==> src/rtl/cat_pkg.sv <==
// Shared definitions for the cat sprite blocks: controller state encoding
// and the screen / sprite geometry the renderer is built around.
package cat_pkg;

  typedef enum logic [1:0] {
    WALK = 2'd0,
    RISE = 2'd1,
    FALL = 2'd2
  } cat_state_e;

  localparam int H_RES    = 640;
  localparam int V_RES    = 480;
  localparam int SPRITE_W = 32;
  localparam int SPRITE_H = 20;

  // Zero-extend a 10-bit coordinate into the 11-bit working width so that
  // adding a step can never wrap back onto the screen.
  function automatic logic [10:0] ext11(input logic [9:0] v);
    return {1'b0, v};
  endfunction

endpackage

==> src/rtl/btn_sync_edge.sv <==
// Two-flop synchronizer for a raw asynchronous button, followed by a
// rising-edge detector. The pulse is one clk_pix cycle wide and appears
// on the second edge after the input meets setup at the first flop.
module btn_sync_edge (
  input  logic clk_pix,
  input  logic rst_pix_n,
  input  logic btn_async,
  output logic rise
);

  logic meta_q;
  logic sync_q;
  logic prev_q;

  // Shift the button through the synchronizer and keep one delayed copy.
  // NOTE: sequential state uses non-blocking assignments so every flop
  // samples the value from before the edge, giving a true shift register.
  always_ff @(posedge clk_pix or negedge rst_pix_n) begin
    if (!rst_pix_n) begin
      meta_q <= 1'b0;
      sync_q <= 1'b0;
      prev_q <= 1'b0;
    end else begin
      meta_q <= btn_async;
      sync_q <= meta_q;
      prev_q <= sync_q;
    end
  end

  assign rise = sync_q & ~prev_q;

endmodule

==> src/rtl/sprite_cat_ctrl.sv <==
// Per-frame motion and animation controller for the cat sprite. Once per
// frame, at the first blanking line, it advances the left/right patrol, the
// jump state machine and the walk-cycle frame, so the renderer sees values
// that stay constant across a whole visible frame.
module sprite_cat_ctrl #(
  parameter int X_MIN    = 0,
  parameter int X_MAX    = cat_pkg::H_RES,
  parameter int SPRITE_W = cat_pkg::SPRITE_W,
  parameter int X_START  = 272,
  parameter int GROUND_Y = 220,
  parameter int WALK_SPD = 2,
  parameter int JUMP_SPD = 4,
  parameter int JUMP_H   = 40,
  parameter int ANIM_DIV = 8,
  parameter int V_TICK   = 480
) (
  input  logic       clk_pix,
  input  logic       rst_pix_n,
  input  logic [9:0] sx,
  input  logic [8:0] sy,
  input  logic       btn_jump,
  input  logic       pause,
  output logic [9:0] cat_x,
  output logic [8:0] cat_y,
  output logic       dir,
  output logic [1:0] frame_idx,
  output logic       airborne,
  output logic       frame_tick
);

  import cat_pkg::*;

  // Motion limits and steps in the 11-bit working width.
  localparam logic [10:0] X_RIGHT = 11'(X_MAX - SPRITE_W);
  localparam logic [10:0] X_LEFT  = 11'(X_MIN);
  localparam logic [10:0] X_TURN  = 11'(X_MIN + WALK_SPD);
  localparam logic [10:0] STEP_X  = 11'(WALK_SPD);
  localparam logic [10:0] STEP_Y  = 11'(JUMP_SPD);
  localparam logic [10:0] Y_TOP   = 11'(GROUND_Y - JUMP_H);
  localparam logic [10:0] Y_GND   = 11'(GROUND_Y);

  localparam int              CNT_W     = (ANIM_DIV > 1) ? $clog2(ANIM_DIV) : 1;
  localparam logic [CNT_W-1:0] ANIM_LAST = CNT_W'(ANIM_DIV - 1);

  cat_state_e       state_q, state_d;
  logic [9:0]       x_q, x_d;
  logic [8:0]       y_q, y_d;
  logic             dir_q, dir_d;
  logic [1:0]       frame_q, frame_d;
  logic [CNT_W-1:0] cnt_q, cnt_d;
  logic             jump_pend_q, jump_pend_d;
  logic             frame_tick_q;

  logic             tick_cond;
  logic             upd;
  logic             jump_edge;
  logic             do_rise;
  logic [10:0]      x_ext;
  logic [10:0]      y_ext;
  logic [10:0]      right_x;
  logic [10:0]      rise_y;
  logic [10:0]      fall_y;

  btn_sync_edge u_btn_jump (
    .clk_pix   (clk_pix),
    .rst_pix_n (rst_pix_n),
    .btn_async (btn_jump),
    .rise      (jump_edge)
  );

  assign tick_cond = (sx == 10'd0) && (sy == 9'(V_TICK));
  assign upd       = tick_cond && !pause;

  // State register for the FSM, position, animation and the jump request.
  // NOTE: every register, including the anim counter and the pending jump,
  // is reset so behaviour after an asynchronous reset is fully defined.
  always_ff @(posedge clk_pix or negedge rst_pix_n) begin
    if (!rst_pix_n) begin
      state_q      <= WALK;
      x_q          <= 10'(X_START);
      y_q          <= 9'(GROUND_Y);
      dir_q        <= 1'b1;
      frame_q      <= 2'd0;
      cnt_q        <= '0;
      jump_pend_q  <= 1'b0;
      frame_tick_q <= 1'b0;
    end else begin
      state_q      <= state_d;
      x_q          <= x_d;
      y_q          <= y_d;
      dir_q        <= dir_d;
      frame_q      <= frame_d;
      cnt_q        <= cnt_d;
      jump_pend_q  <= jump_pend_d;
      frame_tick_q <= tick_cond;
    end
  end

  // Next-state logic: everything holds unless a non-paused tick arrives.
  always_comb begin
    // NOTE: every variable gets a hold value first so no path through the
    // block leaves it unassigned, which would otherwise infer a latch.
    state_d     = state_q;
    x_d         = x_q;
    y_d         = y_q;
    dir_d       = dir_q;
    frame_d     = frame_q;
    cnt_d       = cnt_q;
    jump_pend_d = jump_pend_q;
    do_rise     = 1'b0;

    x_ext   = ext11(x_q);
    y_ext   = {2'b00, y_q};
    right_x = x_ext + STEP_X;
    rise_y  = y_ext - STEP_Y;
    fall_y  = y_ext + STEP_Y;

    // A tick consumes or discards the request; a press on that same edge
    // is therefore lost, while a paused tick leaves the request latched.
    if (upd) begin
      jump_pend_d = 1'b0;
    end else if (jump_edge) begin
      jump_pend_d = 1'b1;
    end

    if (upd) begin
      // Horizontal patrol, bouncing off both edges.
      if (dir_q) begin
        if (right_x >= X_RIGHT) begin
          x_d   = X_RIGHT[9:0];
          dir_d = 1'b0;
        end else begin
          x_d = right_x[9:0];
        end
      end else begin
        if (x_ext <= X_TURN) begin
          x_d   = X_LEFT[9:0];
          dir_d = 1'b1;
        end else begin
          x_d = 10'(x_ext - STEP_X);
        end
      end

      unique case (state_q)
        WALK: begin
          if (cnt_q == ANIM_LAST) begin
            cnt_d   = '0;
            frame_d = frame_q + 2'd1;
          end else begin
            cnt_d = cnt_q + CNT_W'(1);
          end
          if (jump_pend_q) do_rise = 1'b1;
        end
        RISE: do_rise = 1'b1;
        FALL: begin
          if (fall_y >= Y_GND) begin
            y_d     = Y_GND[8:0];
            state_d = WALK;
          end else begin
            y_d = fall_y[8:0];
          end
        end
        default: state_d = WALK;
      endcase

      // Rising step, shared by the take-off tick and the RISE state.
      if (do_rise) begin
        if (rise_y <= Y_TOP) begin
          y_d     = Y_TOP[8:0];
          state_d = FALL;
        end else begin
          y_d     = rise_y[8:0];
          state_d = RISE;
        end
      end
    end
  end

  assign cat_x      = x_q;
  assign cat_y      = y_q;
  assign dir        = dir_q;
  assign frame_idx  = frame_q;
  assign airborne   = (state_q == RISE) || (state_q == FALL);
  assign frame_tick = frame_tick_q;

endmodule

==> config.mk <==
export PLATFORM = sky130hd
export DESIGN_NAME = sprite_cat_ctrl
export DESIGN_NICKNAME = d
export VERILOG_FILES = /design/src/rtl/cat_pkg.sv /design/src/rtl/btn_sync_edge.sv /design/src/rtl/sprite_cat_ctrl.sv
export SDC_FILE = /design/constraint.sdc
export NUM_CORES = 1
export LEC_CHECK = 0
export CAP_MARGIN = 5
export CORE_MARGIN = 2
export CORE_UTILIZATION = 40
export CTS_BUF_LIST = sky130_fd_sc_hd__clkbuf_16
export DETAILED_ROUTE_END_ITERATION = 7
export HOLD_SLACK_MARGIN = 0.1
export SLEW_MARGIN = 0
export SYNTH_ARGS = -nofsm -noshare
export SYNTH_HDL_FRONTEND = slang
export SYNTH_SLANG_ARGS = --single-unit
export TNS_END_PERCENT = 5
==> constraint.sdc <==
create_clock -name clk_pix -period 2.8 [get_ports clk_pix]
set_input_delay 0.56 -clock clk_pix [delete_from_list [all_inputs] [get_ports clk_pix]]
set_output_delay 0.56 -clock clk_pix [all_outputs]
set_load 0.1 [all_outputs]
# Word level (Yosys, flattened, before mapping)
# Index checks and enable logic that the tools add are counted.
op_classes:
  mux: 20
  eq_ne: 6
  bitwise_logic: 2
  n_reduce_logical: 13
  add_sub_neg: 6
  magnitude_cmp: 4
op_table:
  columns: ["operator", "n"]
  rows:
  - ["$mux 9", 4]
  - ["$mux 10", 3]
  - ["$add 10x2->11 const B", 1]
  - ["$ge 11x10->1 const B", 1]
  - ["$le 11x8->1 const B", 1]
  - ["$add 9x3->10 const B", 1]
  - ["$ge 10x8->1 const B", 1]
  - ["$le 10x2->1 const B", 1]
  - ["$logic_not 10->1", 1]
  - ["$sub 10x2->10 const B", 1]
  - ["$sub 9x3->10 const B", 1]
  - ["$eq 9x9->1 const B", 1]
  - ["$mux 1", 7]
  - ["$mux 2", 3]
  - ["$reduce_and 3->1", 2]
  - ["$pmux 2 s2", 1]
  - ["$reduce_and 2->1", 2]
  - ["$reduce_bool 2->1", 2]
  - ["$add 3x1->3 const B", 1]
  - ["$eq 3x3->1 const B", 1]
  - ["$mux 3", 1]
  - ["$ne 3x3->1 const B", 1]
  - ["$add 2x1->2 const B", 1]
  - ["$eq 2x1->1 const B", 1]
  - ["10 further kinds", 11]
word_totals:
  out_inout_bits: 24
  wordCells: 62
  input_bits: 23
  reg_bits: 32

# Depth between registers and ports, before layout
# Gate-level depths: netlist (run 1).
logic_depth:
  ltp_word: 6
  ltp_mapped: 10
  mapped_depth_nobuf: 8

# Modules after synthesis
# A second synthesis (run 1) with hierarchy kept.
hier_totals:
  cells_unflattened: 278
  hier_area_um2: 2368.5
by_module_without_submodules:
  columns: ["module", "instances", "area_per_inst_um2", "seq_area_each_um2", "cells_per_inst"]
  rows:
  - ["sprite_cat_ctrl", 1, 2279.7, 660.6, 274]
  - ["btn_sync_edge", 1, 88.8, 75.1, 4]

# Least setup slack after synthesis (run 1)
# Ideal clock, no wire load.
synth_path:
  path_kind: "register to register"
  start: "reg y_q[2] (netlist: cat_y[2])"
  end: "reg y_q[7] (netlist: cat_y[7])"
  path_buffers: 2
  t_arrival_ns: 2.804
  slack_ns: -0.096
  stages_incl_launch_ff: 11
  synth_period_minus_slack_ns: 2.896
  setup_time_ns: 0.092
  t_required_ns: 2.708
  path_cell_list: "dfstp_2 > buf_2 > inv_1 > ha_1 > or4b_2 > nor4b_1 > a211o_1 > or2_1 > buf_2 > a2111oi_0 > nor3_1"
synth_between:
  elab_chain_cells: 5
  elab_cells_between_ends: 8
  classes_between: "2 x add/sub; 2 x order compare; 4 x mux"
synth_rtl:
  columns: ["element", "line", "source"]
  rows:
  - ["from (decl)", "sprite_cat_ctrl.sv:47", "logic [8:0] y_q, y_d;"]
  - ["from (signal assigned)", "sprite_cat_ctrl.sv:81", "y_q <= 9'(GROUND_Y);"]
  - ["from (signal assigned)", "sprite_cat_ctrl.sv:90", "y_q <= y_d;"]
  - ["$add 9x3->10", "sprite_cat_ctrl.sv:116", "fall_y = y_ext + STEP_Y;"]
  - ["$ge 10x8->1", "sprite_cat_ctrl.sv:156", "if (fall_y >= Y_GND) begin"]
  - ["$mux 9", "sprite_cat_ctrl.sv:156", null]
  - ["$mux 9", "sprite_cat_ctrl.sv:144", "unique case (state_q)"]
  - ["$mux 9 (*)", "sprite_cat_ctrl.sv:167", "if (do_rise) begin"]
# Every way passes the cells marked *; elsewhere a longest branch is shown, timed or not. The select of a mux whose other input is x is not followed.
# A chain may end at the register's enable or synchronous reset.

# Final worst setup path (run 1)
# Ends and elaborated chain as after synthesis.

==> flow_metrics.tcl, run 1 <==
set metrics [dict create \
    outcome "complete, no violations" \
    h-tree-depth 2 \
    wl_met2_um 2640 \
    netlist_area_um2 2330 \
    core_area_um2 5570 \
    nets 359 \
    avgViaCountPerCell 5.73 \
    cts-buffers-inserted 5 \
    routed_wl_um 5860 \
    path_class "flop to flop" \
    hold_path_class "flop to flop" \
    yosys.area.top_type "dfrtp_1" \
    drive_gt1_frac 0.191 \
    clk_path_buf_depth 2 \
    synth_edf_count 0 \
    drv_cap 0 \
    slew_viol_final 0 \
    routed.top_layer "met4" \
    min_period_over_period 0.905 \
    rsz0062_at_grt "false" \
    setup_viol 0 \
    synth_commonest_cells "o21ai_0 (22), dfrtp_1 (21), nand2_1 (17)" \
    max_freq_mhz 394 \
    die_h_um 80.3 \
    drtPass1Iterations 4 \
    cts_hold_buf 0 \
    leakage_nw 1.24 \
    period_needed_ns 2.53 \
    die_w_um 80.3 \
    syn_inst 279 \
    utilization 0.535 \
    die_area_um2 6450 \
    hold_viol 0 \
    grt_pass1_wl_um 10100 \
    wl_met3_um 318 \
    track_usage 0.198 \
    synth_area_leaders "dfrtp_1 (23%), dfstp_2 (9.0%), ha_1 (6.4%), o21ai_0 (4.7%), nand3_1 (3.4%)" \
    synth_top_cell_area_share 0.226 \
    wl_per_cell_um 14.8 \
    grt_max_degree 30 \
    drtAntennaViolNets 0 \
    met1_length_um 2840 \
    synth-seq-area-share 0.316 \
    antenna_cells 0 \
    num_rows 27 \
    postCtsResizedCells 0 \
    grt_pass1_vias 2141 \
    cp.arrival_ns 2.70 \
    cts_root_buf "clkbuf_16" \
    synth_most_common_cell "o21ai_0" \
    cts_tree "done" \
    route.detailed.drc 0 \
    syn_to_final_growth_pct 28.1 \
    clk_latency_ns 0.27 \
    portBuffers 43 \
    endpoint_kind "flop" \
    cp_max_fo 12 \
    clk_pin_slew_ns 0.05 \
    drt_iter0_drc 173 \
    post-dp-hpwl_um 4360 \
    fin_skew_ns 0.00555 \
    via_count 2274 \
    initial_utilization 0.418 \
    ys_ff_latch 29 \
    p_per_area_nw_per_um2 367 \
    synth_warnings 0 \
    synth.avg_cell_area_um2 8.35 \
    antenna_found_initial 0 \
    vdd_drop_max_v 0.000388 \
    crit_required_ns 2.97 \
    async_flop_share 1.00 \
    grt-ovfl-total 0 \
    crit_path_start_kind "flop" \
    place_congestion 0.863 \
    synth_cell_types 57 \
    ys.flop_type "dfrtp_1" \
    cts_sinks 29 \
    postCtsSetupBuffers 0 \
    setup-tns-final_ns 0 \
    ioPinCount 47 \
]
==> state kept, by name, indices dropped and copies added, names as in the netlist <==
signal             flops
cat_x                  9
cat_y                  7
cnt_q                  3
frame_idx              2
state_q                2
dir                    1
frame_tick             1
jump_pend_q            1
u_btn_jump.meta_q      1
u_btn_jump.prev_q      1
u_btn_jump.sync_q      1
==> cell usage in the layout, fill, tap and decap left out, types with 6 or more instances in the layout <==
cell	netlist	final
a21oi_1	14	14
a31oi_1	6	6
buf_4	3	34
clkdlybuf4s50_1	0	22
dfrtp_1	21	21
dfstp_2	8	6
ha_1	12	12
inv_1	11	11
nand2_1	17	17
nand3_1	16	16
nand4_1	9	9
nor2_1	15	15
nor3_1	15	15
o21ai_0	22	22
==> worst paths after layout <==
| check | startpoint | to | slack (ns) | cells after the start |
|---|---|---|---|---|
| max | cat_y[2] | cat_y[7] | 0.27 | 8 |
| min | u_btn_jump.meta_q | u_btn_jump.sync_q | 0.35 | 0 |
| max reg2reg | cat_y[2] | cat_y[7] | 0.27 | 8 |
| min reg2reg | u_btn_jump.meta_q | u_btn_jump.sync_q | 0.35 | 0 |
| max in group asynchronous | rst_pix_n | cat_y[7] | 1.81 | 2 |
| min in group asynchronous | rst_pix_n | cat_x[2] | 0.67 | 2 |
==> layout make-up <==
class	instances	area [um2]
Inverter	11	41.3
Clock buffer	5	125
Tap cell	72	90.1
Timing Repair Buffer	56	475
Clock inverter	3	41.3
Sequential cell	29	743
Fill cell	540	2590
Multi-Input combinational cell	221	1470
==> critical path, stage by stage (launching register included) <==
cell	delay, ns
dfstp_4	0.51
inv_1	0.11
ha_1	0.20
or4b_2	0.63
nor4b_1	0.27
a211o_1	0.16
or2_1	0.18
a2111oi_0	0.09
nor3_1	0.29
==> where the power goes <==
part | switching [W] | leakage, nW | total, W | internal (W)
clock | 0.000193 | 0.0775 | 0.000609 | 0.000416
combinational | 0.0000336 | 0.818 | 0.0000644 | 0.0000309
sequential | 0.000000946 | 0.344 | 0.000423 | 0.000422
==> stage by stage <==
stage          setup WS, ns  std cells  power (W)  instance area [um2]  hold slack, ns
6_report              0.265        397    0.00110                 2980           0.347
5_1_grt              0.0107        397    0.00113                 2980           0.354
4_1_cts               0.271        397    0.00111                 2980           0.350
3_5_place_dp         0.0284        389   0.000496                 2820           0.338
3_3_place_gp         0.0687        389   0.000495                 2820           0.337
2_1_floorplan        0.0154        281   0.000455                 2340           0.264
==> logic make-up after synthesis <==
logic type               share of synthesized area
XOR/XNOR                                    0.0226
AND/OR/NAND/NOR                              0.285
multiplexers                                0.0269
AO/OA/AOI/OAI                                0.227
flip-flops                                   0.316
other                                      0.00161
buffers and inverters                       0.0575
adder cells (fa/ha/maj)                     0.0644
==> metal layers <==
layer	up-vias	track usage
li1	1144	-
met1	1054	0.284
met2	70	0.306
met3	6	0.0337
met4	0	0.0525
met5	-	0
Power figures use the tool's default switching activity.
==> run 2, diff against run 1 <==
GPL_ROUTABILITY_DRIVEN = 0   (was default)
RECOVER_POWER = 50   (was default)
==> run 2 against run 1 <==
Net effect: the run now ends with max-capacitance violations, max-slew violations left; final area down 1.0%; critical path type unchanged; clock skew about the same; global-route usage unchanged; maximum frequency is 0.33% lower.
==> flow_metrics.tcl, run 2 (synthesis results as in run 1) <==
set metrics [dict create \
    die_h_um 80.3 \
    drtAntennaViolNets 0 \
    p_per_area_nw_per_um2 371 \
    clk_path_buf_depth 2 \
    min-delay-start "u_btn_jump.meta_q" \
    hold_viol 0 \
    route.detailed.drc 0 \
    die_area_um2 6450 \
    final_cell_mix "buf_4 (26), o21ai_0 (22), dfrtp_1 (21)" \
    grt_pass1_wl_um 10100 \
    drtPass1Iterations 4 \
    postCtsSetupBuffers 0 \
    rsz0062_at_grt "false" \
    avgViaCountPerCell 5.77 \
    grt_max_degree 30 \
    track_usage 0.198 \
    fin_skew_ns 0.00583 \
    h-tree-depth 2 \
    period_needed_ns 2.54 \
    path_class "flop to flop" \
    cts_sinks 29 \
    pwr-share-seq 0.386 \
    setup_viol 0 \
    drt_iter0_drc 198 \
    clk_pin_slew_ns 0.05 \
    leakage_nw 1.21 \
    switching_power_w 0.000230 \
    syn_to_final_growth_pct 26.8 \
    violations "max-capacitance violations, max-slew violations" \
    crit_required_ns 2.97 \
    design_area_um2 2950 \
    grt-ovfl-total 0 \
    antenna_cells 0 \
    post-dp-hpwl_um 4360 \
    endpoint_kind "flop" \
    cts_tree "done" \
    worstReg2RegEnd "cat_y[7]" \
    nets 359 \
    wl_per_cell_um 14.9 \
    dpl_cell_area_um2 2820 \
    via_count 2289 \
    cts-buffers-inserted 5 \
    setup-tns-final_ns 0 \
    min_period_over_period 0.908 \
    antenna_found_initial 0 \
    switching_share 0.209 \
    worstRegToRegCells 8 \
    die_w_um 80.3 \
    outcome "complete, but fails checks" \
    initial_utilization 0.418 \
    p_comb_frac 0.058 \
    routed_wl_um 5900 \
    max_freq_mhz 393 \
    hold_path_depth 0 \
    drive_gt1_frac 0.166 \
    cp.arrival_ns 2.71 \
    ioPinCount 47 \
    cts_hold_buf 0 \
    cts_root_buf "clkbuf_16" \
    largest_reg_flops 9 \
    tightestPinTransition_ns 1.60 \
    drv_cap 1 \
    reg2reg_slack_ns 0.26 \
    slew_viol_final 30 \
    portBuffers 43 \
    r2r-start "cat_y[2]" \
    p_int_w 0.000868 \
    cp_max_fo 12 \
    vdd_drop_max_v 0.000388 \
    grt_pass1_vias 2141 \
    final_common_cell "buf_4" \
    holdPathEnd "u_btn_jump.sync_q" \
    postCtsResizedCells 0 \
    num_rows 27 \
    core_area_um2 5570 \
    clkPwrFrac 0.557 \
    crit_path_start_kind "flop" \
    slew_headroom -0.0650 \
    hold_path_class "flop to flop" \
    clk_latency_ns 0.27 \
]
run 2: cell count changes in the layout (fill, tap and decap cells not counted):
cell	before	now
clkdlybuf4s50_1	22	20
dlygate4sd3_1	0	2
buf_4	34	26
clkbuf_1	0	8
run 2: worst max-delay path by stage:
| stage | startpoint | to | slack [ns] | cells past startpoint |
|---|---|---|---|---|
| 3_3_place_gp | sy[0] | cat_x[7] | 0.07 | 7 |
| 3_5_place_dp | sy[0] | cat_y[5] | 0.03 | 7 |
| 2_1_floorplan | cat_y[2] | cat_y[7] | 0.02 | 10 |
| 6_report | cat_y[2] | cat_y[7] | 0.26 | 8 |
| 4_1_cts | cat_y[2] | cat_y[7] | 0.27 | 8 |
| 5_1_grt | cat_y[2] | cat_y[7] | 0.01 | 8 |
run 2: cell type report:
| type | instances | area [um2] |
|---|---|---|
| clock buffer | 5 | 125 |
| multi-input combinational | 221 | 1470 |
| fill | 549 | 2620 |
| sequential | 29 | 743 |
| tap | 72 | 90.1 |
| timing repair buffer | 56 | 445 |
| clock inverter | 3 | 41.3 |
| inverter | 11 | 41.3 |
run 2: layer usage:
metal	part of all wire	vias to the layer above	track usage
li1	-	1143	-
met1	0.48	1066	0.284
met2	0.45	74	0.306
met3	0.058	6	0.0337
met4	0.011	0	0.0525
met5	0	-	0
run 2: per-stage QoR:
stage / instances / worst slack (ns) / total power [W] / utilization / hold WS (ns)
2_1_floorplan: 281 / 0.0154 / 0.000455 / - / 0.264
3_3_place_gp: 389 / 0.0687 / 0.000495 / 0.505 / 0.337
3_5_place_dp: 389 / 0.0284 / 0.000496 / 0.505 / 0.338
4_1_cts: 397 / 0.271 / 0.00111 / 0.535 / 0.350
5_1_grt: 397 / 0.0107 / 0.00112 / 0.530 / 0.354
6_report: 397 / 0.257 / 0.00110 / 0.530 / 0.347
run 2: power by group through the flow:
stage	Sequential, W	Clock [W]	Combinational [W]
3_3_place_gp	0.000430	0	0.0000655
6_report	0.000423	0.000611	0.0000633
4_1_cts	0.000423	0.000621	0.0000659
3_5_place_dp	0.000430	0	0.0000658
2_1_floorplan	0.000430	0	0.0000257
5_1_grt	0.000423	0.000634	0.0000682
run 2: worst max-delay path, cell delays in order, from the launching register on:
cell and delay (ns):
dfstp_4 0.51, inv_1 0.11, ha_1 0.20, or4b_2 0.63, nor4b_1 0.27, a211o_1 0.16, or2_1 0.18, a2111oi_0 0.09
nor3_1 0.29
==> run 3, diff against run 2 <==
CAP_MARGIN = 20   (was 5)
CORE_MARGIN = default   (was 2)
==> run 3 against run 2 <==
Net effect: the flow still finishes with violations (max-capacitance violations, max-slew violations); critical path depth stayed put; via count is 1.1% higher; non-clock buffer count is 1 higher; sequential cell count stayed put; combinational power hardly changed; maximum frequency is 1.1% lower; sequential share of layout area is 0.064 points lower; register-to-register slack worse by 0.03 ns; power is 0.19% higher; die area is 4.9% lower; worst setup slack worse by 0.029 ns; final cell count is 0.25% higher.
==> flow_metrics.tcl, run 3 (synthesis results as in run 1) <==
set metrics [dict create \
    outcome "complete, but fails checks" \
    violations "max-capacitance violations, max-slew violations" \
    grt_max_degree 30 \
    pwr-share-seq 0.385 \
    min_period_over_period 0.919 \
    hold_viol 0 \
    ioPinCount 47 \
    die_w_um 78.3 \
    switching_share 0.211 \
    num_rows 27 \
    vdd_drop_max_v 0.000280 \
    clkPwrFrac 0.558 \
    postCtsResizedCells 0 \
    avgViaCountPerCell 5.82 \
    cts-buffers-inserted 5 \
    final_common_cell "buf_4" \
    die_h_um 78.3 \
    p_per_area_nw_per_um2 371 \
    h-tree-depth 2 \
    clk_path_buf_depth 2 \
    grt_pass1_vias 2114 \
    leakage_nw 1.21 \
    switching_power_w 0.000232 \
    worst_slack_ns 0.228 \
    final_cell_mix "buf_4 (27), o21ai_0 (22), dfrtp_1 (21)" \
    routed_wl_um 6130 \
    r2r-start "cat_y[2]" \
    portBuffers 43 \
    reg2reg_slack_ns 0.23 \
    post-dp-hpwl_um 4460 \
    crit_required_ns 2.99 \
    nets 360 \
    endpoint_kind "flop" \
    p_int_w 0.000868 \
    die_area_um2 6130 \
    wl_per_cell_um 15.4 \
    grt-ovfl-total 0 \
    fin_skew_ns 0.00387 \
    slew_viol_final 30 \
    drtPass1Iterations 4 \
    period_needed_ns 2.57 \
    core_area_um2 5570 \
    hold_path_class "flop to flop" \
    tightestPinTransition_ns 1.63 \
    worstReg2RegEnd "cat_y[7]" \
    drive_gt1_frac 0.169 \
    hold_path_depth 0 \
    cts_tree "done" \
    slew_headroom -0.0843 \
    postCtsSetupBuffers 0 \
    syn_to_final_growth_pct 27.1 \
    path_class "flop to flop" \
    holdPathEnd "u_btn_jump.sync_q" \
    largest_reg_flops 9 \
    track_usage 0.209 \
    multi_input_area_um2 1470 \
    cp_max_fo 12 \
    cts_root_buf "clkbuf_16" \
    min-delay-start "u_btn_jump.meta_q" \
    num-fill-cells 550 \
    initial_utilization 0.418 \
    setup-tns-final_ns 0 \
    antenna_cells 0 \
    crit_path_start_kind "flop" \
    clk_latency_ns 0.28 \
    route.detailed.drc 0 \
    rsz0062_at_grt "false" \
    clk_pin_slew_ns 0.05 \
    pre_cts_ws_ns 0.0204 \
    p_comb_frac 0.058 \
    drt_iter0_drc 197 \
    antenna_found_initial 0 \
    max_freq_mhz 389 \
    cts_sinks 29 \
    grt_pass1_wl_um 10100 \
    cts_hold_buf 0 \
    worstRegToRegCells 8 \
    setup_viol 0 \
    drv_cap 1 \
    cp.arrival_ns 2.76 \
    drtAntennaViolNets 0 \
    via_count 2315 \
    regArea_um2 743 \
]
-- run 3: changes by cell type in the layout (fill, tap and decap cells not counted) --
cell,change
buf_4,+1
-- run 3: worst max-delay path, stage by stage (launching register included) --
cell and delay (ns):
dfstp_4 0.51, inv_1 0.12, ha_1 0.25, or4b_2 0.63
nor4b_1 0.27, a211o_1 0.16, or2_1 0.21, a2111oi_0 0.10
nor3_1 0.23
-- run 3: area by class of cell --
cell class | instances | share of cell area
tap | 72 | 0.0304
timing repair buffer | 57 | 0.153
clock buffer | 5 | 0.0422
inverter | 11 | 0.0139
multi-input combinational | 221 | 0.496
clock inverter | 3 | 0.0139
sequential | 29 | 0.251
-- run 3: power groups by stage --
stage | logic (W) | registers, W | clock network (W)
2_1_floorplan | 0.0000257 | 0.000430 | 0
3_3_place_gp | 0.0000656 | 0.000430 | 0
3_5_place_dp | 0.0000658 | 0.000430 | 0
4_1_cts | 0.0000658 | 0.000423 | 0.000626
5_1_grt | 0.0000685 | 0.000423 | 0.000641
6_report | 0.0000636 | 0.000423 | 0.000613
-- run 3: worst max-delay path by stage --
| stage | endpoint | start | depth (start not counted) |
|---|---|---|---|
| finish | cat_y[7] | cat_y[2] | 8 |
| global route | cat_y[7] | cat_y[2] | 8 |
| CTS | cat_y[7] | cat_y[2] | 8 |
| detailed placement | cat_y[5] | sy[0] | 7 |
| global placement | cat_x[7] | sy[0] | 7 |
| floorplan | cat_y[7] | cat_y[2] | 10 |
-- run 3: routing by layer --
layer | track usage | wire [um] | part of all wire | vias up
met1 | 0.298 | 2990 | 0.49 | 1098
met3 | 0.0384 | 297 | 0.048 | 5
li1 | - | - | - | 1149
met5 | 0 | 0 | 0 | -
met4 | 0.0537 | 53 | 0.0087 | 0
met2 | 0.325 | 2790 | 0.46 | 63
-- run 3: through the flow --
stage / util / instance area (um2) / total power [W] / cells / hold WS [ns]
2_1_floorplan: - / 2340 / 0.000455 / 281 / 0.264
3_3_place_gp: 0.507 / 2830 / 0.000495 / 390 / 0.333
3_5_place_dp: 0.507 / 2830 / 0.000496 / 390 / 0.339
4_1_cts: 0.537 / 2990 / 0.00111 / 398 / 0.352
5_1_grt: 0.531 / 2960 / 0.00113 / 398 / 0.353
6_report: 0.531 / 2960 / 0.00110 / 398 / 0.348
